**config.mk**
```make
export PLATFORM = sky130hd
export DESIGN_NAME = rect_fill
export DESIGN_NICKNAME = d
export VERILOG_FILES = /design/src/rtl/rect_fill_pkg.sv /design/src/rtl/rect_fill.sv
export SDC_FILE = /design/constraint.sdc
export NUM_CORES = 1
export LEC_CHECK = 0
export ABC_AREA = 1
export CAP_MARGIN = 20
export CELL_PAD_IN_SITES_DETAIL_PLACEMENT = 0
export CELL_PAD_IN_SITES_GLOBAL_PLACEMENT = 2
export CORE_AREA = 2 2 149 151
export DETAILED_ROUTE_END_ITERATION = 8
export DIE_AREA = 0 0 151 153
export HOLD_SLACK_MARGIN = 0.15
export PLACE_DENSITY_LB_ADDON = 0.15
export SLEW_MARGIN = 5
export SYNTH_ARGS = -nofsm -noshare
export SYNTH_HDL_FRONTEND = slang
export SYNTH_SLANG_ARGS = --single-unit
```
**constraint.sdc**
```tcl
create_clock -name clock -period 7.25 [get_ports clock]
set_input_delay 1.0875 -clock clock [delete_from_list [all_inputs] [get_ports clock]]
set_output_delay 1.0875 -clock clock [all_outputs]
set_load 0.05 [all_outputs]
```
**src/rtl/rect_fill_pkg.sv**
```systemverilog
// Shared video constants and types for the rectangle fill engine.
// Framebuffer geometry, the RGB_444 word type, the fill command and the engine state.
package rect_fill_pkg;

  localparam int BYTE_BITS      = 4;
  localparam int BYTES_PER_WORD = 3;
  localparam int FB_W           = 160;
  localparam int FB_H           = 120;

  localparam int WORD_BITS = BYTE_BITS * BYTES_PER_WORD;
  localparam int ADDR_BITS = $clog2(FB_W * FB_H);
  localparam int X_BITS    = $clog2(FB_W);
  localparam int Y_BITS    = $clog2(FB_H);

  typedef logic [WORD_BITS-1:0] rgb_444_t;

  typedef struct packed {
    logic [X_BITS-1:0] x;
    logic [Y_BITS-1:0] y;
    logic [X_BITS:0]   w;
    logic [Y_BITS:0]   h;
    rgb_444_t          color;
  } fill_cmd_t;

  typedef enum logic [2:0] {
    ST_IDLE    = 3'd0,
    ST_SETUP   = 3'd1,
    ST_WRITE   = 3'd2,
    ST_BACKOFF = 3'd3,
    ST_DONE    = 3'd4
  } state_t;

  // Exclusive end coordinate of a span, clipped to the framebuffer edge.
  function automatic int unsigned clip_end(input int unsigned start,
                                           input int unsigned len,
                                           input int unsigned limit);
    return (start + len > limit) ? limit : start + len;
  endfunction

endpackage

```
**src/rtl/rect_fill.sv**
```systemverilog
// Bus-master fill engine: writes one colour into a clipped rectangle of the framebuffer.
// Handshakes: a command transfers on a clock edge where cmd_valid && cmd_ready; a bus beat completes on ack, or is refused on retry and reissued after one idle cycle.
module rect_fill
  import rect_fill_pkg::*;
(
  input  logic                      clock,
  input  logic                      reset,
  input  logic                      cmd_valid,
  output logic                      cmd_ready,
  input  logic [X_BITS-1:0]         cmd_x,
  input  logic [Y_BITS-1:0]         cmd_y,
  input  logic [X_BITS:0]           cmd_w,
  input  logic [Y_BITS:0]           cmd_h,
  input  logic [WORD_BITS-1:0]      cmd_color,
  output logic                      busy,
  output logic                      done,
  output logic [ADDR_BITS-1:0]      addr,
  output logic [WORD_BITS-1:0]      out,
  output logic [BYTES_PER_WORD-1:0] select,
  output logic                      write,
  output logic                      strobe,
  input  logic                      ack,
  input  logic                      retry,
  output state_t                    fsm_state
);

  localparam logic [X_BITS:0]      FB_W_X = (X_BITS+1)'(FB_W);
  localparam logic [Y_BITS:0]      FB_H_Y = (Y_BITS+1)'(FB_H);
  localparam logic [ADDR_BITS-1:0] FB_W_A = ADDR_BITS'(FB_W);

  state_t                state, state_nx;
  fill_cmd_t             cmd_q;
  logic [X_BITS:0]       x_end, col;
  logic [Y_BITS:0]       y_end, row;
  logic [ADDR_BITS-1:0]  row_base;
  logic [ADDR_BITS-1:0]  setup_base;
  logic [ADDR_BITS-1:0]  start_x;
  logic                  empty_rect;
  logic                  last_col;
  logic                  last_word;

  assign empty_rect = ({1'b0, cmd_q.x} >= FB_W_X) || ({1'b0, cmd_q.y} >= FB_H_Y) ||
                      (cmd_q.w == '0) || (cmd_q.h == '0);
  assign setup_base = FB_W_A * ADDR_BITS'(cmd_q.y);
  assign start_x    = ADDR_BITS'(cmd_q.x);
  assign last_col   = (col + 1'b1) == x_end;
  assign last_word  = last_col && ((row + 1'b1) == y_end);

  always_ff @(posedge clock or posedge reset) begin
    if (reset) state <= ST_IDLE;
    else       state <= state_nx;
  end

  always_comb begin
    state_nx = state;
    case (state)
      ST_IDLE:    if (cmd_valid) state_nx = ST_SETUP;
      ST_SETUP:   state_nx = empty_rect ? ST_DONE : ST_WRITE;
      ST_WRITE: begin
        // ack has priority over a simultaneous retry
        if (ack)        state_nx = last_word ? ST_DONE : ST_WRITE;
        else if (retry) state_nx = ST_BACKOFF;
      end
      ST_BACKOFF: state_nx = ST_WRITE;
      ST_DONE:    state_nx = ST_IDLE;
      default:    state_nx = ST_IDLE;
    endcase
  end

  always_comb begin
    cmd_ready = 1'b0;
    busy      = 1'b0;
    done      = 1'b0;
    strobe    = 1'b0;
    case (state)
      ST_IDLE:  cmd_ready = 1'b1;
      ST_WRITE: begin
        busy   = 1'b1;
        strobe = 1'b1;
      end
      ST_DONE: begin
        busy = 1'b1;
        done = 1'b1;
      end
      default:  busy = 1'b1;
    endcase
  end

  assign write     = strobe;
  assign select    = '1;
  assign out       = cmd_q.color;
  assign fsm_state = state;

  always_ff @(posedge clock or posedge reset) begin
    if (reset) begin
      cmd_q    <= '0;
      x_end    <= '0;
      y_end    <= '0;
      col      <= '0;
      row      <= '0;
      row_base <= '0;
      addr     <= '0;
    end else begin
      case (state)
        ST_IDLE: if (cmd_valid) cmd_q <= '{x: cmd_x, y: cmd_y, w: cmd_w, h: cmd_h, color: cmd_color};
        ST_SETUP: begin
          x_end    <= (X_BITS+1)'(clip_end(32'(cmd_q.x), 32'(cmd_q.w), FB_W));
          y_end    <= (Y_BITS+1)'(clip_end(32'(cmd_q.y), 32'(cmd_q.h), FB_H));
          row_base <= setup_base;
          addr     <= setup_base + start_x;
          col      <= {1'b0, cmd_q.x};
          row      <= {1'b0, cmd_q.y};
        end
        ST_WRITE: begin
          if (ack) begin
            if (last_col) begin
              col      <= {1'b0, cmd_q.x};
              row      <= row + 1'b1;
              row_base <= row_base + FB_W_A;
              addr     <= row_base + FB_W_A + start_x;
            end else begin
              col  <= col + 1'b1;
              addr <= addr + 1'b1;
            end
          end
        end
        default: ;
      endcase
    end
  end

endmodule
```
* After elaboration in Yosys (flattened, before gate mapping) *
Cells that the tools add are included.

operators by class
  reduce and logical (&&, ||, !) cells = 12
  equal/unequal tests = 10
  add/sub/neg operators = 8
  magnitude comparators = 4
  multiplexer cells = 24
  $mul = 1

operators by type and width
  cell                                                                              count
  15-bit two-way mux                                                                4
  15-bit case mux with 2 select lines                                               2
  15-bit by 8-bit adder with 15-bit output                                          2
  9-bit two-way mux                                                                 3
  8-bit two-way mux                                                                 3
  9-bit case mux with 2 select lines                                                1
  8-bit case mux with 2 select lines                                                1
  15-bit by 1-bit adder with 15-bit output, second input constant                   1
  15-bit by 8-bit adder with 15-bit output, second input constant                   1
  3-bit two-way mux                                                                 5
  3-bit case mux with 4 select lines                                                1
  8-bit by 9-bit adder with 10-bit output                                           1
  10-bit by 8-bit greater-than comparator with 1-bit output, second input constant  1
  3-bit by 7-bit multiplier with 10-bit output, first input constant                1
  7-bit by 8-bit adder with 9-bit output                                            1
  9-bit by 1-bit adder with 9-bit output, second input constant                     1
  9-bit == test                                                                     1
  9-bit by 7-bit greater-than comparator with 1-bit output, second input constant   1
  9-bit zero test                                                                   1
  8-bit by 1-bit adder with 8-bit output, second input constant                     1
  8-bit == test                                                                     1
  8-bit >= comparator, second input constant                                        1
  8-bit zero test                                                                   1
  7-bit >= comparator, second input constant                                        1
  other kinds (12)                                                                  22

word-level totals
  register bits = 111
  output and inout bits = 38
  bits of input ports = 49
  word-level logic and storage cells = 71

* Logic depth before layout (Yosys ltp) *
  depth in word-level cells = 6
  depth in mapped cells = 17
  depth with buffers taken out = 16

* Worst setup path before layout *
Ideal clock, no wire load.

  path type = register to output
  start = register state[0], in the netlist fsm_state[0]
  end = output busy
  required time = 6,162 ps
  path buffers = 0
  cell stages (with the launch flop) = 5
  slack = 4,153 ps
  arrival time = 2,010 ps
  cells stage by stage = dfrtp_1 nor2_1 inv_1 nor2_1 inv_1

between the ends
  longest elaborated chain between the ends = 2

RTL lines
  item                    RTL line         source
  start, declared         rect_fill.sv:31  state_t state, state_nx;
  start signal, assigned  rect_fill.sv:51  else state <= state_nx;
  3-bit zero test         rect_fill.sv:75  case (state)
  1-bit two-way mux       rect_fill.sv:75
  end, declared           rect_fill.sv:15  output logic busy,

Every way passes these cells.

* Final worst setup path *
  start = register state[0], in the netlist fsm_state[0]
  end = output write

between the ends
  longest elaborated chain between the ends = 2

RTL lines
  item                                      RTL line         source
  3-bit by 2-bit == test with 1-bit output  rect_fill.sv:75
  1-bit two-way mux                         rect_fill.sv:75
  end, declared                             rect_fill.sv:20  output logic write,

Every way passes these cells.

==> impl_summary.txt <==
----------------------------------------------------
[Route]
  Number of DRC violations after detailed-routing iteration 0 ... 256
  Top routing layer in use ... met4
  Met2 Routed Length ... 8390 um
  Count of vias placed by the detailed router ... between 6000 and 7000
  Wire length the detailed router placed on met1 ... 9810 um
  Routed len/inst ... 14.7 um
  1st-pass router iterations ... 4
  Residual antenna-violating net count after detailed routing ... 0
  Number of design rule violations left after detail routing ... 0
  Via count normalized by instance count ... between 4 and 5
  Routed wire length ... 19300 um
  Metal3 WL ... 925 um

[Place]
  Placed wire-length estimate ... 14200 um
  Port buffer count ... 83
  RePlAce Congestion ... between 0.7 and 0.8

[Floorplan]
  Die boundary height ... ~150 um
  Core footprint ... 21500 sq um
  Die outline area ... 23100 sq um
  Count of boundary I/O pins ... 87
  Horiz. Die Dim ... 151 um
  Number of placement rows ... 54
  Initial cell density of the core ... 0.343

[Global routing]
  Total grt overflow ... 0
  Number of antenna violations at the first check in global routing ... 0
  Number of global-route vias before repair ... around 6000
  Maximum number of pins on one net before global-route repair ... 62
  Global Route Usage Sum ... 0.172
  First-pass GRT wire length ... approximately 31000 um

[Synth]
  Most frequent cells after synthesis ... sky130_fd_sc_hd__nand2_1 (267), sky130_fd_sc_hd__dfrtp_1 (106), sky130_fd_sc_hd__inv_1 (103), sky130_fd_sc_hd__nor2_1 (75), sky130_fd_sc_hd__nand3_1 (71)
  Sequential area share after synthesis ... 0.360
  Ranking of synthesized cells by area ... sky130_fd_sc_hd__dfrtp_1 (36%), sky130_fd_sc_hd__nand2_1 (14%), sky130_fd_sc_hd__ha_1 (5.9%)
  Most frequently used flop master after synthesis ... sky130_fd_sc_hd__dfrtp_1
  Number of warnings issued by yosys ... 0
  Yosys reg bits ... between 100 and 150
  Synthesized area per cell ... roughly 7.6 sq um
  Netlist area before placement ... 7370 sq um
  Yosys cell types ... 48
  Cell with the most instances after synthesis ... sky130_fd_sc_hd__nand2_1
  Number of enable flip-flop cells after synthesis ... 0
  Cells after synthesis ... 965
  Fraction of post-synthesis cell area in the top cell type by area ... 0.360
  Cell taking the most area after synthesis ... sky130_fd_sc_hd__dfrtp_1
  Async S/R FF share, synth ... 1.00

[Clocking]
  Post-cts sizing count ... 0
  Number of buffers inserted to repair setup after CTS ... 0
  Buffer depth of the longest clock path ... 2
  Clock tree from TritonCTS ... yes
  Root buf cell ... sky130_fd_sc_hd__clkbuf_16
  Number of buffers inserted for hold repair after clock tree synthesis ... 0
  Cts bufs inserted ... 9
  Number of levels in the clock H-tree ... 3
  Clock-pin slew on the worst setup and hold paths ... 0.08 ns
  Latest clock arrival within the worst-skew pair ... 0.36 ns
  CTS sink cnt ... roughly 110

[Timing]
  Setup Skew ... 0.0104 ns
  Post-route clock period utilization ... 0.478
  Final Max Slew Viols ... 0
  Count of endpoints failing hold in the final timing report ... 0
  Slew headroom ... 0.351
  Setup repair after global routing missed its margin ... no
  Actual transition at the worst max-transition pin ... 0.973 ns
  Sum of negative setup slack ... 0 ns
  Min Clock Period, post-route ... between 3 and 4 ns
  Total setup violations reported at the end of the flow ... 0
  Max frequency ... 289 MHz

[Worst setup path]
  Arrival time of data at the critical path endpoint ... between 2 and 2.5 ns
  Type of the setup path with the least slack ... reg -> out
  Required time of the worst setup path ... 6.16 ns
  Slowest cell on the critical path ... sky130_fd_sc_hd__clkdlybuf4s50_1
  CP Cell Sequence ... nor3_4, buf_4, clkdlybuf4s50_1
  Type of element capturing the critical path ... output port
  Cell family with most CP delay ... buffers and inverters
  Critical Path Fanout Max ... between 40 and 50
  Startpoint type of the worst setup path ... register
  CP Buf/Inv Count ... 2
  Longest individual stage delay on the worst path ... 0.90 ns

[Final layout]
  Area of combinational cells with multiple inputs ... 4060 sq um
  Antenna diodes ... 0
  Layout cell share with drive strength beyond 1 ... 0.102
  NumNets Final ... 1113
  Syn-to-layout area delta ... 17.2%
  Sequential cell area ... 2650 sq um
  Layout fillers ... 2239

[Status]
  Outcome ... finished clean

[Min path]
  Hold Path Class ... reg -> reg

[Flow run]
  MaxCap Viol Count ... 0

----------------------------------------------------
-- flip-flops by register name, summed over array words and instances, names as in the netlist --
name	flops
addr	15
cmd_q	32
col	9
fsm_state	3
out	12
row	8
row_base	10
x_end	9
y_end	8
-- final timing paths --
check                                               from              endpoint  slack (ns)  depth (start not counted)
worst max-delay path            fsm_state[0]$_DFFE_PP0P_                 write        3.79                          3
worst min-delay path                y_end[7]$_DFFE_PP0P_  y_end[7]$_DFFE_PP0P_        0.49                          2
worst max register to register        col[0]$_DFFE_PP0P_    col[3]$_DFFE_PP0P_        4.16                         16
worst min register to register      y_end[7]$_DFFE_PP0P_  y_end[7]$_DFFE_PP0P_        0.49                          2
max in group asynchronous                          reset  addr[11]$_DFFE_PP0P_        4.86                          3
min in group asynchronous                          reset    out[3]$_DFFE_PP0P_        1.25                          2
-- layer usage --
layer | vias up | track usage
met5 | - | 0
met4 | 0 | 0.0401
li1 | 3223 | -
met3 | 9 | 0.0340
met1 | 2706 | 0.250
met2 | 108 | 0.261
-- layout by cell type (no fill, tap or decap), drive strengths merged, types with 2 or more instances in the layout --
cell type      count
o21bai             3
nor4               2
clkdlybuf4s50     83
nand2            285
clkinv             3
mux2              31
xor2              30
nor2              80
nor3              14
mux2i              2
o21ai             62
clkbuf             9
dfrtp            106
fa                 4
a21oi             45
nand3b             8
inv              107
buf                5
nand3             72
conb               3
or2                7
xnor2             10
and2               2
nand4             11
o22ai              4
ha                35
-- logic make-up (layout without fill, tap and decap cells) --
group | count (synthesis) | after routing | synth area share
adders and majority gates | 39 | 39 | 0.0702
xor gates and xnor gates | 41 | 41 | 0.0506
and+or+nand+nor | 481 | 481 | 0.285
muxes | 33 | 33 | 0.0501
DFF | 106 | 106 | 0.360
buffers and inverters | 145 | 208 | 0.0913
AOI/OAI and AO/OA | 119 | 119 | 0.0926
other | 1 | 3 | 0.000509
-- per-stage QoR --
step | utilization | setup slack (ns) | instance area, sq um | hold WS [ns] | cells
after floorplan | - | 3.37 | 7380 | 0.449 | 967
after global placement | 0.388 | 3.99 | 8330 | 0.466 | 1294
after detailed placement | 0.388 | 4.01 | 8330 | 0.471 | 1294
after CTS | 0.402 | 3.75 | 8650 | 0.493 | 1310
after global routing | 0.402 | 3.70 | 8650 | 0.518 | 1310
final | 0.402 | 3.79 | 8650 | 0.490 | 1310
-- area by class of cell --
| cell class | count | area share |
|---|---|---|
| well taps | 280 | 0.0405 |
| repair buffers | 88 | 0.100 |
| inverters | 104 | 0.0454 |
| multi-input cells | 716 | 0.470 |
| flip-flops and latches | 106 | 0.307 |
| clock buffers | 9 | 0.0260 |
| clock inverters | 7 | 0.0107 |
-- worst min-delay path: stages (launching register included) --
cell and delay, ns:
sky130_fd_sc_hd__dfrtp_1 0.36, sky130_fd_sc_hd__nand2_1 0.06, sky130_fd_sc_hd__inv_1 0.04
Power is left out: the tool's default activity adds up to more than one toggle a clock period on the data nets, which glitch-free logic cannot reach.
